### config.mk
export PLATFORM = sky130hd
export DESIGN_NAME = pc_branch_ctrl
export DESIGN_NICKNAME = d
export VERILOG_FILES = /design/src/rtl/pc_branch_ctrl.sv
export SDC_FILE = /design/constraint.sdc
export NUM_CORES = 1
export LEC_CHECK = 0
export CAP_MARGIN = 20
export CORE_UTILIZATION = 47
export DETAILED_ROUTE_END_ITERATION = 12
export GPL_TIMING_DRIVEN = 0
export PLACE_DENSITY = 0.81
export SYNTH_ARGS = -nofsm -noshare
export SYNTH_HDL_FRONTEND = slang
export SYNTH_SLANG_ARGS = --single-unit
### constraint.sdc
create_clock -name Clk -period 3.2 [get_ports Clk]
set_clock_uncertainty 0.2 [all_clocks]
set_input_delay 0.64 -clock Clk [delete_from_list [all_inputs] [get_ports Clk]]
set_output_delay 0.64 -clock Clk [all_outputs]
set_load 0.02 [all_outputs]
### src/rtl/pc_branch_ctrl.sv
// ============================================================================
// Module   : pc_branch_ctrl
// Brief    : Program counter, flag register and branch resolution with an
//            IDLE/RUN/DONE run sequencer. Optional macro PCCTL_TRACE_EN adds
//            the InstrCount trace counter.
// Revision : 1.0 - initial release
// ============================================================================
`default_nettype none

module pc_branch_ctrl #(
    parameter int PW = 10
) (
    input  logic          Clk,
    input  logic          Reset_n,
    input  logic          Start,
    input  logic [PW-1:0] StartAddr,
    input  logic          Stall,
    input  logic          HaltReq,
    input  logic          JumpEn,
    input  logic          BranchEn,
    input  logic [1:0]    BranchCond,
    input  logic          RelEn,
    input  logic [PW-1:0] Target,
    input  logic          FlagLoad,
    input  logic          Zero,
    input  logic          Parity,
    input  logic          Odd,
`ifdef PCCTL_TRACE_EN
    output logic [15:0]   InstrCount,
`endif
    output logic [PW-1:0] PC,
    output logic          Running,
    output logic          Done,
    output logic          BranchTaken,
    output logic          FlagZ,
    output logic          FlagP,
    output logic          FlagO
);

    localparam logic [1:0] S_IDLE = 2'd0;
    localparam logic [1:0] S_RUN  = 2'd1;
    localparam logic [1:0] S_DONE = 2'd2;

    localparam logic [1:0] C_ZERO   = 2'b00;
    localparam logic [1:0] C_NZERO  = 2'b01;
    localparam logic [1:0] C_PARITY = 2'b10;

    localparam logic [PW-1:0] PC_ONE = {{(PW-1){1'b0}}, 1'b1};

    logic [1:0]    state;
    logic [1:0]    next_state;

    logic [PW-1:0] pc;
    logic [PW-1:0] pc_next;
    logic          taken;
    logic          taken_next;
    logic          flag_z;
    logic          flag_p;
    logic          flag_o;
    logic          flag_load_en;
    logic          cond_true;
    logic [PW-1:0] branch_tgt;
    logic          start_run;
    logic          run_active;

    assign run_active = (state == S_RUN);
    assign start_run  = (state != S_RUN) && Start;

    // ------------------------------------------------------------------
    // State register
    // ------------------------------------------------------------------
    always_ff @(posedge Clk or negedge Reset_n) begin
        if (!Reset_n) begin
            state <= S_IDLE;
        end else begin
            state <= next_state;
        end
    end

    // ------------------------------------------------------------------
    // Next-state logic
    // ------------------------------------------------------------------
    always_comb begin
        next_state = state;
        case (state)
            S_IDLE: if (Start)   next_state = S_RUN;
            S_RUN:  if (HaltReq) next_state = S_DONE;
            S_DONE: if (Start)   next_state = S_RUN;
            default:             next_state = S_IDLE;
        endcase
    end

    // ------------------------------------------------------------------
    // Output decode
    // ------------------------------------------------------------------
    always_comb begin
        Running = 1'b0;
        Done    = 1'b0;
        case (state)
            S_RUN:   Running = 1'b1;
            S_DONE:  Done    = 1'b1;
            default: ;
        endcase
    end

    // Conditions look only at the registered flags, so a branch right after
    // a compare sees that compare's result.
    always_comb begin
        cond_true = 1'b0;
        case (BranchCond)
            C_ZERO:   cond_true = flag_z;
            C_NZERO:  cond_true = !flag_z;
            C_PARITY: cond_true = flag_p;
            default:  cond_true = flag_o;
        endcase
    end

    assign branch_tgt = RelEn ? (pc + Target) : Target;

    always_comb begin
        pc_next    = pc;
        taken_next = taken;
        if (start_run) begin
            pc_next    = StartAddr;
            taken_next = 1'b0;
        end else if (run_active) begin
            if (HaltReq) begin
                taken_next = 1'b0;
            end else if (Stall) begin
                taken_next = taken;
            end else if (JumpEn || (BranchEn && cond_true)) begin
                pc_next    = branch_tgt;
                taken_next = 1'b1;
            end else begin
                pc_next    = pc + PC_ONE;
                taken_next = 1'b0;
            end
        end
    end

    assign flag_load_en = run_active && !Stall && !HaltReq && FlagLoad;

    always_ff @(posedge Clk or negedge Reset_n) begin
        if (!Reset_n) begin
            pc     <= '0;
            taken  <= 1'b0;
            flag_z <= 1'b0;
            flag_p <= 1'b0;
            flag_o <= 1'b0;
        end else begin
            pc    <= pc_next;
            taken <= taken_next;
            if (flag_load_en) begin
                flag_z <= Zero;
                flag_p <= Parity;
                flag_o <= Odd;
            end
        end
    end

    assign PC          = pc;
    assign BranchTaken = taken;
    assign FlagZ       = flag_z;
    assign FlagP       = flag_p;
    assign FlagO       = flag_o;

`ifdef PCCTL_TRACE_EN
    logic [15:0] instr_count;

    // Counts every unstalled RUN cycle, the halt cycle included.
    always_ff @(posedge Clk or negedge Reset_n) begin
        if (!Reset_n) begin
            instr_count <= '0;
        end else if (start_run) begin
            instr_count <= '0;
        end else if (run_active && !Stall && (instr_count != 16'hFFFF)) begin
            instr_count <= instr_count + 16'd1;
        end
    end

    assign InstrCount = instr_count;
`endif

endmodule

`default_nettype wire
# After elaboration in Yosys (flattened, before gate mapping)
# Cells that the tools add are included.
dict set report totals {
  input_bits 34
  elab_cells 51
  out_inout_bits 16
  regBits 16
}
dict set report classes {
  reduce_logical 16
  n_eq_ne 10
  muxes 17
  n_addsub 2
}
# operator n
set ops {}
lappend ops {{$mux W10} 6}
lappend ops {{$add A10 B1 Y10 const B} 1}
lappend ops {{$add A10 B10 Y10} 1}
lappend ops {{$ne A2 B1 Y1 const B} 4}
lappend ops {{$mux W1} 7}
lappend ops {{$logic_and A1 B1 Y1} 5}
lappend ops {{$eq A2 B1 Y1 const B} 2}
lappend ops {{$eq A2 B2 Y1 const B} 2}
lappend ops {{$logic_not A2 Y1} 2}
lappend ops {{$mux W2} 2}
lappend ops {{$pmux W2 S2} 1}
lappend ops {{$reduce_and A2 Y1} 2}
lappend ops {{$logic_not A1 Y1} 3}
lappend ops {{$ne A3 B1 Y1 const B} 1}
lappend ops {{$pmux W1 S3} 1}
lappend ops {{$reduce_and A3 Y1} 1}
lappend ops {{$ne A2 B2 Y1 const B} 1}
lappend ops {{$reduce_bool A2 Y1} 1}
lappend ops {{$reduce_or A2 Y1} 1}
lappend ops {{$logic_or A1 B1 Y1} 1}

# Logic depth before layout (Yosys ltp)
# Gate-level depths: netlist (run 1).
dict set report depth {
  ltp_word 9
  ltp_mapped 8
  ltp_nobuf 8
}

# Worst setup path before layout (run 1)
# Ideal clock, no wire load.
dict set report synth_path {
  path_type {input-to-reg}
  startpoint {in Target[0]}
  endpoint {reg pc[6], in the netlist PC[6]}
  required_ns 2.896
  setup_slack_ns 0.259
  n_path_buf 0
  arrival_ns 2.638
  cell_stages 8
  setup_ns 0.104
  cell_sequence {ha_1 fa_1 a211oi_1 nor2_1 or4b_1 a41oi_2 nor3_1 o41ai_2}
}
dict set report synth_between {
  elab_chain_cells 7
}
# item line
set synth_rtl {}
lappend synth_rtl {{from (decl)} 23} ;# input logic [PW-1:0] Target,
lappend synth_rtl {{$add A10 B10 Y10} 118} ;# assign branch_tgt = RelEn ? (pc + Target) : Target;
lappend synth_rtl {{$mux W10} 118}
lappend synth_rtl {{$mux W10} 131} ;# end else if (JumpEn || (BranchEn && cond_true)) begin
lappend synth_rtl {{$mux W10} 129} ;# end else if (Stall) begin
lappend synth_rtl {{$mux W10} 127} ;# if (HaltReq) begin
lappend synth_rtl {{$mux W10} 126} ;# end else if (run_active) begin
lappend synth_rtl {{$mux W10} 123} ;# if (start_run) begin
lappend synth_rtl {{to (signal assigned)} 151} ;# pc <= pc_next;
lappend synth_rtl {{to (decl)} 53} ;# logic [PW-1:0] pc;
# No other way between the ends. The select of a mux whose other input is x is not followed.
# A chain may end at the register's enable or synchronous reset.

# Final worst setup path (run 1)
# Ends and elaborated chain as after synthesis.

==> results by stage, run 1 <==
Place:
- The cell count after placement is 288.
- The sum of net half-perimeters after detailed placement is 3.33 mm.
- The count of port buffers added during placement is 49.
- At the end of routability-driven placement, the weighted congestion stood at 0.845.

Worst hold path:
- The path class of the tightest hold or removal check is register to register.
- Counting instances, the worst hold path has a depth of 1.

Setup path:
- The worst setup path is captured at a register.
- The arrival time of data at the critical path endpoint is 3.03 ns.
- In this run the worst path has a maximum fanout of 3.
- The sort of element at the start of the critical path is an input port.
- The path type of the worst setup path is input port to register.
- STA puts the critical path data required time at 3.20 ns.
- The number of cells traversed by the worst register-to-register path is 8.

CTS:
- Counting the buffers created by CTS gives 3.
- The clock transition at the register clock pins on the worst setup and hold paths after CTS is 0.09 ns.
- The clock latency on the worst-skew pair is 0.29 ns.
- TritonCTS built the clock tree.
- The clock drives 16 sinks.
- No sink is reached through more buffers than the 2 on the longest clock path.
- The number of levels in the clock H-tree is 1.
- The root buffer cell chosen for the clock tree is sky130_fd_sc_hd__clkbuf_4.
- The number of hold-repair buffers added at the cts stage is 0.

GRT:
- The total track usage is 24.8%.
- The via count of the first global-routing pass is 1,502.
- The residual overflow from global routing is 0.
- Entering global routing, the biggest net connects 17 pins.
- The first global-routing pass estimated 6.67 mm of wire.
- The number of antenna violations at the first check in global routing is 0.

Finish:
- The area growth from synthesis to layout is 39.6%.
- The final core utilization is 70.5%.
- Leaving out filler cells and counting taps, the final layout contains 295.
- The final-layout fill cell count is 289.
- Of the cells placed in the final design, the portion with a size suffix greater than 1 is 11.2%.
- The number of antenna diodes in the final layout is 0.
- The net count of the finished layout is 297.

Route:
- The detailed-routing iteration count for the pre-antenna-repair pass is 4.
- The ratio of routed vias to standard cells is 5.96.
- After the first detailed-routing iteration, the DRC count stood at 69.
- In the routed design, unresolved DRC markers number 0.
- The average wire per cell in the routed design is 14.6 um.
- For this block, the via count after detailed routing is 1,757.
- The total wire length after detailed routing is 4.31 mm.
- The number of nets with antenna violations after routing is 0.

Timing:
- The number of max-slew violations in the final report came to 0.
- Setup violations remaining at the end of the flow were counted as 0.
- Setup repair after global routing left no endpoint under its margin.
- The minimum clock period after layout is 3.04 ns.
- The timing-limited maximum frequency is 0.329 GHz.
- The slew at the pin with the worst max-slew slack is 0.827 ns.
- Measured against its own limit, the worst slew margin works out to 44.9%.
- The number of failing hold endpoints at the final stage is 0.
- The post-route fraction of the period consumed by the critical path is 95.0%.

Synthesis:
- In this run, synthesis inferred 0 flip-flops with an integrated enable.
- In this run, synthesis produced a sequential element count of 16.
- The mux share of post-synthesis cell area is 6.23%.
- The part of the Yosys area used for sequential elements is 25.5%.
- The number of nets in the synthesized netlist is 240.
- Synthesis instantiated 51 different standard cells from the library.
- The largest family of logic cells by synthesized area is compound AO/OA/AOI/OAI gates.
- The simple logic cell fraction of the synthesized area is 23.1%.
- Synthesis produced a netlist whose cell count is 195.
- The synthesized-area fraction occupied by adder cells is 9.26%.
- The post-synthesis compound-gate area fraction is 29.5%.
- The synthesized netlist devotes 1.68% of its cell area to XOR and XNOR gates.
- After synthesis, the share of flip-flops with an asynchronous set or reset is 100%.
- Among all flip-flop cells after synthesis, the most frequent one is sky130_fd_sc_hd__dfrtp_1.
- The cell area that synthesis handed to floorplanning was 1570 um2.
- The number of warnings issued by yosys is 0.
- The average cell area after synthesis is 8.04 um2.

Die:
- The die span in x is 59.8 um.
- The area inside the core boundary is 3100 um2.
- The area enclosed by the die boundary is 3570 um2.
- For this configuration, the core starts out at a cell density of 50.5%.
- 50 I/O pins were placed.
- The die height is 59.8 um.
- The floorplan has 20 rows.

Run:
- The number of maximum-capacitance constraint violations is 0.

Status:
- The run finished with clean final reports.

Power and ir drop:
- The worst-case IR drop observed on VDD is 0.429 mV.
- The total power per unit cell area is 624 nW/um2.
- The leakage component of the power is 0.871 nW.
[per-stage QoR]
step	worst slack (ns)	cell area, um2	setup TNS, ns	hold WS (ns)	total power, mW
finish	0.160	2190	0	0.306	1.37
global route	0.0700	2190	0	0.335	1.47
floorplan	0.259	1570	0	0.144	0.892
detailed placement	-0.396	2110	-0.396	0.297	1.19
CTS	0.0301	2160	0	0.311	1.34
global placement	-0.345	2110	-0.345	0.291	1.18
[where the power goes]
part / leakage (nW) / internal (mW) / switching (mW)
logic: 0.658 / 0.425 / 0.439
registers: 0.192 / 0.267 / 0.102
clock network: 0.0210 / 0.0694 / 0.0638
[Yosys cell counts, types with 2 or more instances]
master                       n  area [um2]
sky130_fd_sc_hd__o22ai_1     2        12.5
sky130_fd_sc_hd__o31ai_1     2        15.0
sky130_fd_sc_hd__a211o_1     2        17.5
sky130_fd_sc_hd__mux2_2      6        67.6
sky130_fd_sc_hd__nand2_1    16        60.1
sky130_fd_sc_hd__nand3_1     7        35.0
sky130_fd_sc_hd__o2111ai_1   2        17.5
sky130_fd_sc_hd__mux2i_1     3        30.0
sky130_fd_sc_hd__a21oi_1    15        75.1
sky130_fd_sc_hd__ha_1       10         125
sky130_fd_sc_hd__nand4_1     2        12.5
sky130_fd_sc_hd__o21ai_0    13        65.1
sky130_fd_sc_hd__inv_1       7        26.3
sky130_fd_sc_hd__and2_1      2        12.5
sky130_fd_sc_hd__clkbuf_1    2        7.51
sky130_fd_sc_hd__nand2b_1    3        18.8
sky130_fd_sc_hd__o211ai_1    4        30.0
sky130_fd_sc_hd__o21a_1      2        15.0
sky130_fd_sc_hd__a211oi_1    6        45.0
sky130_fd_sc_hd__dfrtp_1    16         400
sky130_fd_sc_hd__nand3b_1    2        15.0
sky130_fd_sc_hd__and3_1      3        18.8
sky130_fd_sc_hd__xnor2_1     3        26.3
sky130_fd_sc_hd__buf_6       2        22.5
sky130_fd_sc_hd__nor2_1     24        90.1
sky130_fd_sc_hd__nor3_1     11        55.1
sky130_fd_sc_hd__a31oi_1     3        18.8
sky130_fd_sc_hd__or3_1       2        12.5
[worst max-delay path: stages]
cell and delay (ns):
sky130_fd_sc_hd__clkdlybuf4s50_1 0.44, sky130_fd_sc_hd__ha_2 0.22, sky130_fd_sc_hd__fa_2 0.41, sky130_fd_sc_hd__a211oi_2 0.26, sky130_fd_sc_hd__nor2_2 0.09, sky130_fd_sc_hd__or4b_4 0.52, sky130_fd_sc_hd__a41oi_2 0.20, sky130_fd_sc_hd__nor3_1 0.08
sky130_fd_sc_hd__o41ai_2 0.18
[layout make-up]
type / count / area (um2) / area share [%]
buffer: 7 / 46.3 / 2.12
timing repair buffer: 52 / 513 / 23.4
inverter: 7 / 26.3 / 1.20
multi-input combinational: 165 / 1110 / 50.8
sequential: 16 / 400 / 18.3
clock buffer: 4 / 36.3 / 1.66
tap: 44 / 55.1 / 2.52
[logic make-up (layout without fill, tap and decap cells)]
logic type	Yosys count	in the layout
compound gates	66	66
xor+xnor	3	3
fa+ha+maj	11	11
buf+inv	14	70
flops	16	16
mux	9	9
simple gates	76	76
[per-layer routing]
layer / vias up / part of all wire [%] / track usage, % / wire, um
met4: 0 / 1.9 / 8.31 / 82
met2: 61 / 48 / 41.1 / 2070
met1: 830 / 45 / 32.4 / 1940
li1: 856 / - / - / -
met3: 10 / 5.1 / 4.11 / 221
met5: - / 0 / 0 / 0
[path summary, 6_finish.rpt]
check	startpoint	end	slack [ns]
min in group asynchronous	Reset_n	PC[5]	0.57
max in group asynchronous	Reset_n	PC[6]	1.79
min	state[0]	state[0]	0.31
min reg2reg	state[0]	state[0]	0.31
max	Target[0]	PC[6]	0.16
max reg2reg	PC[0]	PC[6]	0.46
[state kept, by name (all words and copies together) (netlist names)]
signal       count
FlagZ            1
FlagP            1
PC              10
state            2
FlagO            1
BranchTaken      1
[placed cells by master (no fill, tap or decap), types with 3 or more instances in the layout]
cell type / n
sky130_fd_sc_hd__a211oi_1: 5
sky130_fd_sc_hd__a21oi_1: 15
sky130_fd_sc_hd__a31oi_1: 3
sky130_fd_sc_hd__and3_1: 3
sky130_fd_sc_hd__buf_4: 4
sky130_fd_sc_hd__clkbuf_4: 3
sky130_fd_sc_hd__clkdlybuf4s50_1: 49
sky130_fd_sc_hd__dfrtp_1: 16
sky130_fd_sc_hd__ha_1: 9
sky130_fd_sc_hd__inv_1: 7
sky130_fd_sc_hd__mux2_2: 6
sky130_fd_sc_hd__mux2i_1: 3
sky130_fd_sc_hd__nand2_1: 16
sky130_fd_sc_hd__nand2b_1: 3
sky130_fd_sc_hd__nand3_1: 7
sky130_fd_sc_hd__nor2_1: 23
sky130_fd_sc_hd__nor3_1: 11
sky130_fd_sc_hd__o211ai_1: 4
sky130_fd_sc_hd__o21ai_0: 13
sky130_fd_sc_hd__xnor2_1: 3
[timing repair]
action / 4_1_cts / 5_1_grt
endpoints found under the setup margin: 1 / 1
gates resized for setup: 2 / 3
buffers inserted: 0 / 3
pin swaps: 0 / 5
hold endpoints to repair: 0 / 0
(Power assumes the default switching activity.)
==> run 2: changes to the inputs <==
==> constraint.sdc (replaced) <==
create_clock -name Clk -period 3.2 [get_ports Clk]
set_clock_uncertainty 0.2 [all_clocks]
set_input_delay 0.64 -clock Clk [delete_from_list [all_inputs] [get_ports Clk]]
set_output_delay 0.64 -clock Clk [all_outputs]
set_load 0.005 [all_outputs]
==> results of run 2 <==
Same layout as run 1 (identical final DEF). Status: finished, final reports clean.
Main changes from that run: total power 1.37 mW -> 1.29 mW; worst IR drop on VDD 0.429 mV -> 0.391 mV
==> run 3: changes to the inputs <==
--- a/config.mk
+++ b/config.mk
@@ -8,6 +8,7 @@
 export CAP_MARGIN = 20
 export CORE_UTILIZATION = 47
 export DETAILED_ROUTE_END_ITERATION = 12
+export GPL_ROUTABILITY_DRIVEN = 0
 export GPL_TIMING_DRIVEN = 0
 export PLACE_DENSITY = 0.81
 export SYNTH_ARGS = -nofsm -noshare
==> results of run 3 <==
Same layout as run 1 (identical final DEF). Status: finished, final reports clean.
Main changes from that run: total power 1.37 mW -> 1.29 mW; worst IR drop on VDD 0.429 mV -> 0.391 mV
